**config.mk**
```make
export PLATFORM = sky130hd
export DESIGN_NAME = falafel_req_arbiter
export DESIGN_NICKNAME = d
export VERILOG_FILES = /design/src/rtl/falafel_req_arbiter.sv
export SDC_FILE = /design/constraint.sdc
export NUM_CORES = 1
export LEC_CHECK = 0
export ABC_CLOCK_PERIOD_IN_PS = 1750
export BUFFER_PORTS_ARGS = -buffer_cell sky130_fd_sc_hd__buf_2
export CAP_MARGIN = 10
export CELL_PAD_IN_SITES_DETAIL_PLACEMENT = 1
export CELL_PAD_IN_SITES_GLOBAL_PLACEMENT = 1
export CORE_AREA = 3 3 209 211
export CTS_CLUSTER_SIZE = 20
export DETAILED_ROUTE_END_ITERATION = 10
export DIE_AREA = 0 0 212 214
export PLACE_DENSITY_LB_ADDON = 0.2
export SLEW_MARGIN = 0
export SYNTH_ARGS = -nofsm -noshare
export SYNTH_HDL_FRONTEND = slang
export SYNTH_SLANG_ARGS = --single-unit
```
**constraint.sdc**
```tcl
create_clock -name clk_i -period 1.75 [get_ports clk_i]
set_clock_uncertainty 0.05 [all_clocks]
set_input_delay 0.35 -clock clk_i [delete_from_list [all_inputs] [get_ports clk_i]]
set_output_delay 0.35 -clock clk_i [all_outputs]
set_load 0.01 [all_outputs]
```
**src/rtl/falafel_req_arbiter.sv**
```systemverilog
// Round-robin front end that shares one falafel allocator between NUM_REQ requesters.
// Only one alloc/free is in flight at a time. The winning request is latched and issued
// to falafel. The result is captured and handed back to the requester that owns it.
//
// Ports:
//   clk_i, rst_ni                  clock, asynchronous active-low reset
//   req_valid_i / req_ready_o      per-requester request handshake (ready is one-hot or zero)
//   req_is_alloc_i, req_data_i     per-requester op type and size/address (DATA_W each)
//   rsp_valid_o / rsp_ready_i      per-requester result handshake (valid is one-hot or zero)
//   rsp_data_o, rsp_is_write_o     shared result payload
//   fal_req_*, fal_is_alloc_o,
//   fal_size_o, fal_addr_o         request interface towards falafel
//   fal_rsp_*                      result interface from falafel
//   owner_o                        current/last granted requester
//   busy_o                         high whenever an operation is in progress
module falafel_req_arbiter #(
    parameter int unsigned NUM_REQ = 4,
    parameter int unsigned DATA_W  = 64,
    parameter int unsigned IDX_W   = $clog2(NUM_REQ)
) (
    input  logic                        clk_i,
    input  logic                        rst_ni,
    input  logic [NUM_REQ-1:0]          req_valid_i,
    output logic [NUM_REQ-1:0]          req_ready_o,
    input  logic [NUM_REQ-1:0]          req_is_alloc_i,
    input  logic [NUM_REQ*DATA_W-1:0]   req_data_i,
    output logic [NUM_REQ-1:0]          rsp_valid_o,
    input  logic [NUM_REQ-1:0]          rsp_ready_i,
    output logic [DATA_W-1:0]           rsp_data_o,
    output logic                        rsp_is_write_o,
    output logic                        fal_req_valid_o,
    input  logic                        fal_req_ready_i,
    output logic                        fal_is_alloc_o,
    output logic [DATA_W-1:0]           fal_size_o,
    output logic [DATA_W-1:0]           fal_addr_o,
    input  logic                        fal_rsp_valid_i,
    output logic                        fal_rsp_ready_o,
    input  logic [DATA_W-1:0]           fal_rsp_data_i,
    input  logic                        fal_rsp_is_write_i,
    output logic [IDX_W-1:0]            owner_o,
    output logic                        busy_o
);

    typedef enum logic [1:0] {
        StIdle,
        StIssue,
        StWaitRsp,
        StDeliver
    } state_e;

    localparam logic [NUM_REQ-1:0] OneHotLsb = {{(NUM_REQ-1){1'b0}}, 1'b1};

    state_e              state_q, state_d;
    logic [IDX_W-1:0]    owner_q, owner_d;
    logic [IDX_W-1:0]    last_grant_q, last_grant_d;
    logic                is_alloc_q, is_alloc_d;
    logic [DATA_W-1:0]   data_q, data_d;
    logic [DATA_W-1:0]   rsp_data_q, rsp_data_d;
    logic                rsp_is_write_q, rsp_is_write_d;

    logic                grant_found;
    logic [IDX_W-1:0]    grant_idx;
    int unsigned         cand;

    // Search starts just after the last completed owner, so the requester served most
    // recently has the lowest priority.
    always_comb begin
        grant_found = 1'b0;
        grant_idx   = '0;
        cand        = 0;
        for (int unsigned k = 1; k <= NUM_REQ; k++) begin
            cand = (32'(last_grant_q) + k) % NUM_REQ;
            if (!grant_found && req_valid_i[IDX_W'(cand)]) begin
                grant_found = 1'b1;
                grant_idx   = IDX_W'(cand);
            end
        end
    end

    always_comb begin
        state_d        = state_q;
        owner_d        = owner_q;
        last_grant_d   = last_grant_q;
        is_alloc_d     = is_alloc_q;
        data_d         = data_q;
        rsp_data_d     = rsp_data_q;
        rsp_is_write_d = rsp_is_write_q;
        unique case (state_q)
            StIdle: begin
                if (grant_found) begin
                    owner_d    = grant_idx;
                    is_alloc_d = req_is_alloc_i[grant_idx];
                    data_d     = req_data_i[grant_idx*DATA_W +: DATA_W];
                    state_d    = StIssue;
                end
            end
            StIssue: begin
                if (fal_req_ready_i) begin
                    state_d = StWaitRsp;
                end
            end
            StWaitRsp: begin
                if (fal_rsp_valid_i) begin
                    rsp_data_d     = fal_rsp_data_i;
                    rsp_is_write_d = fal_rsp_is_write_i;
                    state_d        = StDeliver;
                end
            end
            StDeliver: begin
                // Pointer moves on completion, not on accept.
                if (rsp_ready_i[owner_q]) begin
                    last_grant_d = owner_q;
                    state_d      = StIdle;
                end
            end
            default: state_d = StIdle;
        endcase
    end

    always_ff @(posedge clk_i or negedge rst_ni) begin
        if (!rst_ni) begin
            state_q        <= StIdle;
            owner_q        <= '0;
            last_grant_q   <= IDX_W'(NUM_REQ - 1);
            is_alloc_q     <= 1'b0;
            data_q         <= '0;
            rsp_data_q     <= '0;
            rsp_is_write_q <= 1'b0;
        end else begin
            state_q        <= state_d;
            owner_q        <= owner_d;
            last_grant_q   <= last_grant_d;
            is_alloc_q     <= is_alloc_d;
            data_q         <= data_d;
            rsp_data_q     <= rsp_data_d;
            rsp_is_write_q <= rsp_is_write_d;
        end
    end

    // All falafel-side outputs decode straight from flops, so they stay stable while
    // ISSUE is held by backpressure.
    always_comb begin
        req_ready_o     = '0;
        rsp_valid_o     = '0;
        fal_req_valid_o = 1'b0;
        fal_is_alloc_o  = 1'b0;
        fal_size_o      = '0;
        fal_addr_o      = '0;
        fal_rsp_ready_o = 1'b0;
        unique case (state_q)
            StIdle: begin
                if (grant_found) begin
                    req_ready_o = OneHotLsb << grant_idx;
                end
            end
            StIssue: begin
                fal_req_valid_o = 1'b1;
                fal_is_alloc_o  = is_alloc_q;
                if (is_alloc_q) begin
                    fal_size_o = data_q;
                end else begin
                    fal_addr_o = data_q;
                end
            end
            StWaitRsp: fal_rsp_ready_o = 1'b1;
            StDeliver: rsp_valid_o = OneHotLsb << owner_q;
            default: ;
        endcase
    end

    assign rsp_data_o     = rsp_data_q;
    assign rsp_is_write_o = rsp_is_write_q;
    assign owner_o        = owner_q;
    assign busy_o         = (state_q != StIdle);

endmodule

```
### Word-level counts from Yosys, hierarchy flattened

Index checks and enable logic that the tools add are counted.

| cells by class | value |
|---|---|
| reductions and logical operators | 12 |
| $lt $le $gt $ge | 6 |
| add/sub/neg operators | 4 |
| equality and inequality tests | 7 |
| muxes and demuxes | 35 |
| shift operators | 3 |

Operators by type and width:

| cell | count |
|---|---|
| 64-bit 2-to-1 mux | 4 |
| 256-bit by 9-bit variable part select with 64-bit output | 1 |
| 2-bit by 3-bit less-than comparator with 1-bit output, second input constant | 6 |
| 2-bit 2-to-1 mux | 8 |
| 1-bit 2-to-1 mux | 13 |
| 1-bit binary-select mux with 2-bit select | 6 |
| 4-bit 2-to-1 mux | 3 |
| 2-bit inequality test, second input constant | 4 |
| 2-bit one-hot mux with 4 select lines | 1 |
| 1-bit by 2-bit left shift with 4-bit output, first input constant | 2 |
| 2-bit AND reduction | 3 |
| 2-bit by 1-bit adder with 2-bit output, second input constant | 2 |
| 2-bit adder, second input constant | 2 |
| 2-bit equality test, second input constant | 2 |
| 4-bit AND reduction | 1 |
| 1-bit logical AND | 3 |
| 1-bit logical NOT | 3 |
| 2-bit by 1-bit equality test with 1-bit output, second input constant | 1 |
| 2-bit logical NOT | 1 |
| 2-bit nonzero test | 1 |

| word-level totals | value |
|---|---|
| word-level logic and storage cells | 74 |
| bits of input ports | 337 |
| output and inout port bits | 207 |
| bits in registers | 136 |

### Longest topological paths before layout

Gate-level depths: netlist of run 1.

| depth | value |
|---|---|
| depth in word-level cells | 16 |
| gate-level depth with buffers | 9 |
| mapped depth without buffers | 7 |

### Worst setup path before layout of run 1

No wires, ideal clock.

| timing path | value |
|---|---|
| kind | register to output |
| start | register last_grant_q[1] |
| end | output req_ready_o[3] |
| buffers on the path | 4 |
| setup slack | -0.217 ns |
| cell stages (with the launch flop) | 8 |
| arrival time | 1.567 ns |
| required time | 1.350 ns |
| cells stage by stage | dfstp_2 buf_6 mux2i_1 o221ai_2 buf_6 buf_12 buf_12 and3_1 |

| between the ends | value |
|---|---|
| word-level cells in the longest chain between the ends | 16 |
| elaborated cells between the ends (all ways) | 29 |
| classes of those cells | add/sub (4); shift (1); mux (18); reduce/logical (6) |

RTL lines:

| what | line | source |
|---|---|---|
| start, declared | 55 | `logic [IDX_W-1:0] last_grant_q, last_grant_d;` |
| start signal, assigned | 124 | `last_grant_q <= IDX_W'(NUM_REQ - 1);` |
| start signal, assigned | 132 | `last_grant_q <= last_grant_d;` |
| 2-bit by 1-bit adder with 2-bit output | 72 | `cand = (32'(last_grant_q) + k) % NUM_REQ;` |
| 1-bit binary-select mux with 2-bit select | 73 | `if (!grant_found && req_valid_i[IDX_W'(cand)]) begin` |
| 1-bit 2-to-1 mux (implied by the code) | 73 |  |
| 1-bit 2-to-1 mux | 73 |  |
| 1-bit logical NOT | 73 |  |
| 1-bit logical AND | 73 |  |
| 1-bit 2-to-1 mux | 73 |  |
| 1-bit logical NOT | 73 |  |
| 1-bit logical AND | 73 |  |
| 1-bit 2-to-1 mux | 73 |  |
| 1-bit logical NOT | 73 |  |
| 1-bit logical AND | 73 |  |
| 2-bit 2-to-1 mux | 73 |  |
| 1-bit by 2-bit left shift with 4-bit output | 153 | `req_ready_o = OneHotLsb << grant_idx;` |
| 4-bit 2-to-1 mux * | 152 | `if (grant_found) begin` |
| 4-bit 2-to-1 mux * | 150 | `unique case (state_q)` |
| end, declared | 24 | `output logic [NUM_REQ-1:0] req_ready_o,` |

Mark *: on every way between the ends. The rest lies on a longest branch, timed or not. The select of a mux whose other input is x is not followed.

### Worst setup path after layout of run 1

Ends and elaborated chain as after synthesis.

==> results.py, run 1 <==
metrics = {
    "worst_setup_path": {
        "worstReg2RegStart": "last_grant_q[1]$_DFFE_PN1P_",
        "criticalPathCategory": "reg2out",
        "worstSetupEndpointType": "primary output",
        "r2r_cells": 8,
        "timing.rr.end": "data_q[7]$_DFFE_PN0P_",
        "ff2ff_setup_slack_ns": -0.43,
        "worst_ep_required_time_ns": 1.35,
        "crit_path_start_kind": "flop",
        "cp_max_fo": 4,
        "arrival_ns": 1.94,
    },
    "clocking": {
        "clk_latency_ns": 0.43,
        "numClockSinks": 136,
        "clockBufferDepth": 2,
        "path_clk_slew_ns": 0.07,
        "root_buffer": "clkbuf_16",
        "cts_tree": "built",
        "numCtsBuffers": 17,
        "cts.htree.levels": 4,
    },
    "die": {
        "initial_utilization_pct": 18.9,
        "die_h_um": 214,
        "die_area_sq_um": 45400,
        "die_w_um": 212,
        "num_rows": 75,
        "core-area_sq_um": 41900,
        "pin_count": 544,
    },
    "timing": {
        "drv_slew": 0,
        "rsz0062_at_grt": "true",
        "setup_ws_ns": -0.587,
        "period_needed_ns": 2.34,
        "maxSlewHeadroom_pct": 68.6,
        "tightest_slew_ns": 0.467,
        "min_period_over_period_pct": 134,
        "hold_ws_ns": 0.0926,
        "hold_viol_final": 0,
        "setup_violations": 207,
        "max_freq_mhz": 428,
    },
    "power": {
        "leakagePower_nw": 7.33,
        "p_per_area_nw_per_um2": 1690,
        "peakVddDrop_mv": 0.656,
        "power_frac_comb_pct": 61.3,
        "seqPwrFrac_pct": 24.2,
        "sw_frac_of_total_pct": 39.5,
        "intPower_mw": 14.9,
        "power_frac_clock_pct": 14.5,
        "switchingPower_mw": 9.77,
    },
    "place": {
        "gp_congestion": 0.788,
        "io_buffers": 543,
        "dpl-instance-area_sq_um": 11700,
        "dpl.hpwl_um": 31000,
    },
    "logic_synthesis": {
        "ys_types": 30,
        "synth_top_cell_by_area": "dfrtp_1",
        "ys_ff_latch": 136,
        "synth.top_cell.area_share_pct": 42.3,
        "synth_fp_nets": 1055,
        "synth_area_sq_um": 7930,
        "synth_edf_count": 0,
        "async_flop_share_pct": 100,
        "ys_warn_count": 0,
        "seq_area_frac_synth_pct": 42.9,
        "synth_ff_type": "dfrtp_1",
        "avgSynthCellArea_sq_um": 11.1,
        "syn_inst": 714,
        "synth_area_leaders": "dfrtp_1, mux2i_1, mux2_2",
    },
    "worst_hold_path": {
        "min_path_cells": 2,
        "worstHoldStart": "fal_rsp_data_i[25]",
        "min_path_type": "in2reg",
        "min_to": "rsp_data_o[25]$_DFFE_PN0P_",
    },
    "run_status": {
        "status": "finished, violations left",
        "violations": "negative setup slack",
    },
    "run": {
        "drv_cap": 0,
    },
    "cells_and_area": {
        "fin_nets": 1661,
        "area_growth_pct": 84.2,
        "final_cell_area_sq_um": 14600,
        "drive_gt1_share_pct": 70.2,
        "fin_util_pct": 34.8,
    },
    "global_routing": {
        "grt_max_degree": 45,
        "grt_use_total_pct": 17.9,
        "grt_pass1_wl_um": 60400,
        "antenna_found_initial": 4,
        "grt_pass1_vias": 9458,
        "grt_remaining_overflow": 0,
    },
    "route": {
        "drtIter0Drc": 209,
        "vias": 8232,
        "drc": 0,
        "maxUsedRoutingLayer": "met5",
        "wl_um": 42300,
        "met2_length_um": 22300,
        "wirelength_met1_um": 15600,
        "met3_length_um": 3870,
        "antenna_left": 0,
        "post_drt_wl_per_cell_um": 22.6,
        "drt_first_pass_iters": 4,
        "viasPerCell": 4.39,
    },
}
[logic make-up after synthesis]
logic type / Yosys count / share of synthesized area, %
multiplexers: 199 / 26.3
adder cells (fa/ha/maj): 4 / 0.631
AND/OR/NAND/NOR: 227 / 15.3
buffers and inverters: 72 / 6.59
flip-flops: 136 / 42.9
AO/OA/AOI/OAI: 76 / 8.20
[state kept, by name, indices dropped and copies added (netlist names)]
signal,flops
data_q,64
rsp_data_o,64
last_grant_q,2
owner_o,2
state_q,2
is_alloc_q,1
rsp_is_write_o,1
[repair_timing]
item | CTS | global route
endpoints found under the hold margin | 18 | 0
hold buffers | 1 | 0
pin swaps | 25 | 20
gates resized for setup | 198 | 228
setup endpoints to repair | 205 | 262
setup buffers | 20 | 18
gates cloned | 13 | 4
[worst max-delay path by stage]
stage | startpoint | end | slack, ns | cells past startpoint
2_1_floorplan | last_grant_q[1]$_DFFE_PN1P_ | req_ready_o[3] | -0.20 | 8
3_3_place_gp | last_grant_q[1]$_DFFE_PN1P_ | data_q[30]$_DFFE_PN0P_ | -0.30 | 7
3_5_place_dp | last_grant_q[1]$_DFFE_PN1P_ | data_q[30]$_DFFE_PN0P_ | -0.32 | 7
4_1_cts | last_grant_q[1]$_DFFE_PN1P_ | req_ready_o[3] | -0.62 | 5
5_1_grt | last_grant_q[1]$_DFFE_PN1P_ | req_ready_o[0] | -0.68 | 7
6_report | last_grant_q[1]$_DFFE_PN1P_ | req_ready_o[3] | -0.59 | 5
[cell usage in the layout (no fill, tap or decap), drive strengths merged, types with 5 or more instances in the layout]
cell type,synthesis,final
buf,24,646
dfrtp,134,134
mux2i,131,131
nand2,77,77
mux2,67,67
and3,67,67
o221ai,67,67
and2,65,65
clkbuf,36,23
inv,7,14
nor2,8,8
nand2b,5,5
clkinv,0,5
[layer usage]
layer	global-route usage, %	vias to the layer above
met1	19.3	4020
li1	-	3829
met2	32.8	351
met5	0	-
met3	7.18	28
met4	3.80	4
[area by class of cell]
cell class / instances / area [sq um]
Fill cell: 4751 / 27300
Tap cell: 539 / 674
Clock buffer: 19 / 453
Clock inverter: 13 / 110
Antenna cell: 3 / 7.51
Timing Repair Buffer: 652 / 5120
Multi-Input combinational cell: 506 / 4810
Inverter: 7 / 28.8
Sequential cell: 136 / 3410
[per-stage QoR]
step           setup slack, ns  cells  total power, mW  TNS [ns]
2_1_floorplan           -0.205    714             12.0     -5.33
5_1_grt                 -0.683   1872             26.4    -92.96
6_report                -0.587   1875             24.7    -76.25
3_5_place_dp            -0.325   1801             17.0    -26.76
4_1_cts                 -0.621   1864             23.8    -86.85
3_3_place_gp            -0.296   1801             16.9    -22.63
[worst max-delay path, stage by stage (launching register included)]
cell	delay, ns
dfstp_2	0.58
mux2i_2	0.29
o221ai_4	0.17
buf_12	0.16
and3_4	0.16
buf_2	0.14
[synth_stat cells, types with 4 or more instances]
| cell type | instances |
|---|---|
| bufbuf_8 | 5 |
| nor2_1 | 8 |
| clkbuf_1 | 36 |
| and2_1 | 65 |
| and3_1 | 67 |
| o221ai_1 | 66 |
| a21oi_1 | 4 |
| dfrtp_1 | 134 |
| ha_1 | 4 |
| nand2_1 | 77 |
| nand2b_1 | 5 |
| buf_12 | 9 |
| buf_2 | 13 |
| mux2i_1 | 131 |
| inv_1 | 7 |
| mux2_2 | 65 |
[power by group through the flow]
stage	combinational, mW	clock (mW)	sequential (mW)
2_1_floorplan	6.03	0	5.94
3_3_place_gp	11.0	0	5.84
3_5_place_dp	11.1	0	5.91
4_1_cts	14.1	3.77	5.93
5_1_grt	16.3	3.89	6.21
6_report	15.2	3.58	5.97
Power figures use the tool's default switching activity.
==> inputs of run 2 (changes only) <==
==> constraint.sdc (replaced) <==
create_clock -name clk_i -period 1.75 [get_ports clk_i]
set_clock_uncertainty 0.05 [all_clocks]
set_input_delay 0.0875 -clock clk_i [delete_from_list [all_inputs] [get_ports clk_i]]
set_output_delay 0.0875 -clock clk_i [all_outputs]
set_load 0.01 [all_outputs]
==> results.py, run 2 (synthesized netlist as in run 1, its figures left out) <==
metrics = {
    "clocking": {
        "root_buffer": "clkbuf_16",
        "numCtsBuffers": 17,
        "clk_latency_ns": 0.43,
        "cts.htree.levels": 4,
        "path_clk_slew_ns": 0.07,
        "numClockSinks": 136,
        "clockBufferDepth": 2,
        "cts_tree": "built",
    },
    "die": {
        "die_area_sq_um": 45400,
        "num_rows": 75,
        "core-area_sq_um": 41900,
        "initial_utilization_pct": 18.9,
        "die_h_um": 214,
        "pin_count": 544,
        "die_w_um": 212,
    },
    "worst_setup_path": {
        "worst_ep_required_time_ns": 1.99,
        "criticalPathCategory": "reg2reg",
        "startpoint": "last_grant_q[1]$_DFFE_PN1P_",
        "cp_max_fo": 7,
        "ff2ff_setup_slack_ns": -0.42,
        "worstSetupEndpointType": "flop",
        "worstReg2RegStart": "last_grant_q[1]$_DFFE_PN1P_",
        "arrival_ns": 2.41,
        "timing.rr.end": "data_q[18]$_DFFE_PN0P_",
        "crit_path_end": "data_q[18]$_DFFE_PN0P_",
        "crit_path_start_kind": "flop",
        "r2r_cells": 8,
    },
    "timing": {
        "hold_viol_final": 0,
        "setup_violations": 202,
        "tns_ns": -57.80,
        "setup_ws_ns": -0.418,
        "tightest_slew_ns": 0.415,
        "max_freq_mhz": 461,
        "drv_slew": 0,
        "period_needed_ns": 2.17,
        "min_period_over_period_pct": 124,
        "rsz0062_at_grt": "true",
        "hold_ws_ns": 0.0675,
        "maxSlewHeadroom_pct": 72.3,
    },
    "place": {
        "dp_slack_ns": -0.319,
        "dpl.hpwl_um": 31400,
        "place_inst": 1788,
        "gp_congestion": 0.792,
        "io_buffers": 543,
        "dpl-instance-area_sq_um": 11500,
    },
    "run": {
        "drv_cap": 0,
    },
    "worst_hold_path": {
        "min_path_type": "in2async",
    },
    "cells_and_area": {
        "multi_input_area_sq_um": 4950,
        "fillers": 4576,
        "final_cell_area_sq_um": 18500,
        "fin_nets": 2007,
        "layout_commonest_cell": "buf_2",
        "area_growth_pct": 134,
        "final_cell_mix": "buf_2, dlygate4sd3_1, buf_6",
        "fin_util_pct": 44.2,
        "stdcell_count": 2223,
        "regArea_sq_um": 3410,
        "drive_gt1_share_pct": 58.0,
    },
    "route": {
        "drtIter0Drc": 491,
        "antenna_left": 0,
        "post_drt_wl_per_cell_um": 24.2,
        "drt_first_pass_iters": 6,
        "viasPerCell": 4.55,
        "drc": 0,
        "vias": 10112,
        "wl_um": 53700,
    },
    "global_routing": {
        "grt_pass1_vias": 11771,
        "antenna_found_initial": 7,
        "grt_pass1_wl_um": 74400,
        "grt_remaining_overflow": 0,
        "grt_use_total_pct": 21.8,
        "grt_max_degree": 53,
    },
    "run_status": {
        "violations": "negative setup slack",
        "status": "finished, violations left",
    },
    "power": {
        "total_power_mw": 27.5,
        "leakagePower_nw": 8.91,
        "peakVddDrop_mv": 0.951,
        "p_per_area_nw_per_um2": 1490,
    },
}
-- run 2: changes by cell type in the layout (fill, tap and decap cells not counted), moves of 5 or more --
cell,delta
buf_4,-8
o221ai_2,+6
o221ai_1,-7
mux2i_1,-9
buf_8,+6
mux2i_4,+5
dlygate4sd3_1,+325
buf_16,+11
buf_6,+10
-- run 2: power breakdown --
group / internal [mW] / leakage, nW / switching [mW] / total [mW]
clock: 2.20 / 0.284 / 1.60 / 3.79
combinational: 9.67 / 6.99 / 7.97 / 17.6
sequential: 4.78 / 1.64 / 1.32 / 6.10
total: 16.6 / 8.91 / 10.9 / 27.5
-- run 2: area by class of cell --
cell class              instances  area share [%]
repair buffers                998            47.8
multi-input cells             506            26.7
flip-flops and latches        136            18.4
well taps                     539            3.64
clock buffers                  20            2.46
clock inverters                12           0.756
inverters                       7           0.155
diodes                          5          0.0675
-- run 2: how the worst min path moves through the flow --
stage                                   to  depth (start not counted)    from  slack, ns
global route        data_q[22]$_DFFE_PN0P_                          2  rst_ni       0.07
floorplan            data_q[0]$_DFFE_PN0P_                          0  rst_ni      -0.26
detailed placement  data_q[22]$_DFFE_PN0P_                          1  rst_ni      -0.08
global placement    data_q[22]$_DFFE_PN0P_                          1  rst_ni      -0.08
finish              data_q[22]$_DFFE_PN0P_                          2  rst_ni       0.07
CTS                 data_q[22]$_DFFE_PN0P_                          2  rst_ni       0.04
-- run 2: per-layer routing --
| metal | global-route usage (%) | vias to the layer above | part of all wire (%) |
|---|---|---|---|
| met5 | 0 | - | 0.028 |
| met4 | 8.55 | 4 | 3.7 |
| li1 | - | 4520 | - |
| met2 | 40.3 | 467 | 53 |
| met3 | 6.15 | 102 | 6.7 |
| met1 | 23.2 | 5019 | 37 |
-- run 2: worst max-delay path, cell delays in order, from the launching register on --
cell and delay, ns:
dfstp_2 0.60, nand2b_4 0.15, a21oi_2 0.06, o221ai_4 0.29, buf_6 0.25, buf_6 0.13
buf_6 0.10, mux2i_1 0.23, o221ai_1 0.15
-- run 2: repair_timing --
action | 4_1_cts | 5_1_grt
endpoints found under the setup margin | 200 | 207
setup buffers | 38 | 27
pin swaps | 67 | 32
hold buffers | 326 | 0
endpoints found under the hold margin | 266 | 0
gates resized for setup | 242 | 259
gates cloned | 23 | 5
==> inputs of run 3 (changes only) <==
- ABC_CLOCK_PERIOD_IN_PS: 1750 -> 1800
- clock period: 1.75 -> 1.8 ns (I/O delays scaled with it)
==> results.py, run 3 (synthesized netlist as in run 1, its figures left out) <==
metrics = {
    "place": {
        "io_buffers": 543,
        "dp_slack_ns": -0.282,
        "dpl-instance-area_sq_um": 11500,
        "gp_congestion": 0.785,
        "place_inst": 1787,
        "dpl.hpwl_um": 31300,
    },
    "route": {
        "wl_um": 54700,
        "drtIter0Drc": 454,
        "antenna_left": 0,
        "drt_first_pass_iters": 4,
        "post_drt_wl_per_cell_um": 24.8,
        "drc": 0,
        "vias": 10275,
        "viasPerCell": 4.65,
    },
    "cells_and_area": {
        "final_cell_mix": "buf_2, dlygate4sd3_1, buf_6",
        "drive_gt1_share_pct": 58.6,
        "fillers": 4539,
        "area_growth_pct": 134,
        "multi_input_area_sq_um": 5070,
        "regArea_sq_um": 3410,
        "layout_commonest_cell": "buf_2",
        "fin_nets": 1995,
        "final_cell_area_sq_um": 18600,
        "stdcell_count": 2208,
    },
    "global_routing": {
        "grt_max_degree": 47,
        "grt_use_total_pct": 22.2,
        "grt_pass1_wl_um": 75900,
        "grt_pass1_vias": 11919,
        "antenna_found_initial": 6,
        "grt_remaining_overflow": 0,
    },
    "worst_setup_path": {
        "ff2ff_setup_slack_ns": -0.34,
        "crit_buf_inv": 4,
        "timing.rr.end": "data_q[27]$_DFFE_PN0P_",
        "cp_max_fo": 5,
        "worstSetupEndpointType": "flop",
        "slowest_stage": "dfstp_2",
        "criticalPathCategory": "reg2reg",
        "critPathTopFamily": "flip-flops",
        "worst_ep_required_time_ns": 2.05,
        "arrival_ns": 2.39,
        "startpoint": "last_grant_q[1]$_DFFE_PN1P_",
        "max_stage_delay_ns": 0.56,
        "r2r_cells": 9,
        "crit_path_cell_trace": "nand2b_4 > a21oi_2 > o221ai_4 > buf_12 > buf_12 > buf_6 > buf_6 > mux2i_1 > o221ai_1",
        "crit_path_start_kind": "flop",
        "crit_path_end": "data_q[27]$_DFFE_PN0P_",
        "crit_cells": 9,
        "worstReg2RegStart": "last_grant_q[1]$_DFFE_PN1P_",
    },
    "power": {
        "sw_frac_of_total_pct": 40.1,
        "leakagePower_nw": 8.82,
        "intPower_mw": 16.2,
        "total_power_mw": 27.0,
        "p_per_area_nw_per_um2": 1450,
        "peakVddDrop_mv": 0.693,
        "power_frac_comb_pct": 63.3,
        "seqPwrFrac_pct": 22.2,
        "switchingPower_mw": 10.8,
        "power_frac_clock_pct": 14.5,
    },
    "die": {
        "num_rows": 75,
        "die_w_um": 212,
        "die_h_um": 214,
        "pin_count": 544,
        "initial_utilization_pct": 18.9,
        "die_area_sq_um": 45400,
        "core-area_sq_um": 41900,
    },
    "run_status": {
        "status": "finished, violations left",
        "violations": "negative setup slack",
    },
    "worst_hold_path": {
        "min_path_type": "in2reg",
        "worstHoldStart": "fal_req_ready_i",
    },
    "timing": {
        "tightest_slew_ns": 0.420,
        "maxSlewHeadroom_pct": 71.8,
        "min_period_over_period_pct": 119,
        "rsz0062_at_grt": "true",
        "hold_viol_final": 0,
        "setup_violations": 200,
        "max_freq_mhz": 467,
        "drv_slew": 0,
        "setup_ws_ns": -0.340,
        "period_needed_ns": 2.14,
    },
    "run": {
        "drv_cap": 0,
    },
    "clocking": {
        "path_clk_slew_ns": 0.07,
        "numClockSinks": 136,
        "numCtsBuffers": 17,
        "clk_latency_ns": 0.45,
        "root_buffer": "clkbuf_16",
        "cts_tree": "built",
        "cts.htree.levels": 4,
        "clockBufferDepth": 2,
    },
}
-- run 3: how the worst min path moves through the flow --
stage                              to  cells after the start
3_3_place_gp   data_q[22]$_DFFE_PN0P_                      1
4_1_cts        state_q[0]$_DFFE_PN0P_                      4
3_5_place_dp   data_q[22]$_DFFE_PN0P_                      1
6_report       state_q[0]$_DFFE_PN0P_                      4
5_1_grt        data_q[21]$_DFFE_PN0P_                      2
2_1_floorplan   data_q[0]$_DFFE_PN0P_                      0
-- run 3: layer usage --
metal	part of all wire [%]	vias to the layer above	wire length, um	track usage, %
met3	6.8	141	3750	6.17
met1	36	5111	19800	23.7
met5	0.077	-	42	0
li1	-	4513	-	-
met4	4.4	6	2410	9.60
met2	52	504	28700	40.8
-- run 3: worst min-delay path, delay by kind of cell --
| kind | cells | cell delay (ns) |
|---|---|---|
| compound gates | 2 | 0.25 |
| simple gates | 1 | 0.12 |
| buf+inv | 1 | 0.09 |
-- run 3: metrics by stage --
step	hold slack, ns	util (%)	setup TNS (ns)
floorplan	-0.256	-	-2.44
global placement	-0.0223	27.5	-5.86
detailed placement	-0.0202	27.5	-8.12
CTS	0.0497	41.1	-45.78
global route	0.116	44.2	-63.36
finish	0.102	44.2	-44.63
-- run 3: repair_timing --
item                                   4_1_cts  5_1_grt
endpoints found under the hold margin      266        0
buffers inserted                            33       16
resized for setup                          238      284
setup endpoints to repair                  198      202
hold buffers                               326        0
gates cloned                                21        8
pin swaps                                   53       40
-- run 3: power by group through the flow --
stage               clock network [mW]  registers [mW]  logic, mW
floorplan                            0            5.77       5.77
global placement                     0            5.75       10.4
detailed placement                   0            5.80       10.5
CTS                               4.04            5.82       15.0
global route                      4.15            6.18       18.1
finish                            3.92            5.98       17.1
-- run 3: area by class of cell --
class	count	share of cell area (%)
antenna	2	0.0270
clock buffer	18	2.37
clock inverter	14	1.02
inverter	7	0.142
multi-input combinational	506	27.3
sequential	136	18.4
tap	539	3.63
timing repair buffer	986	47.1
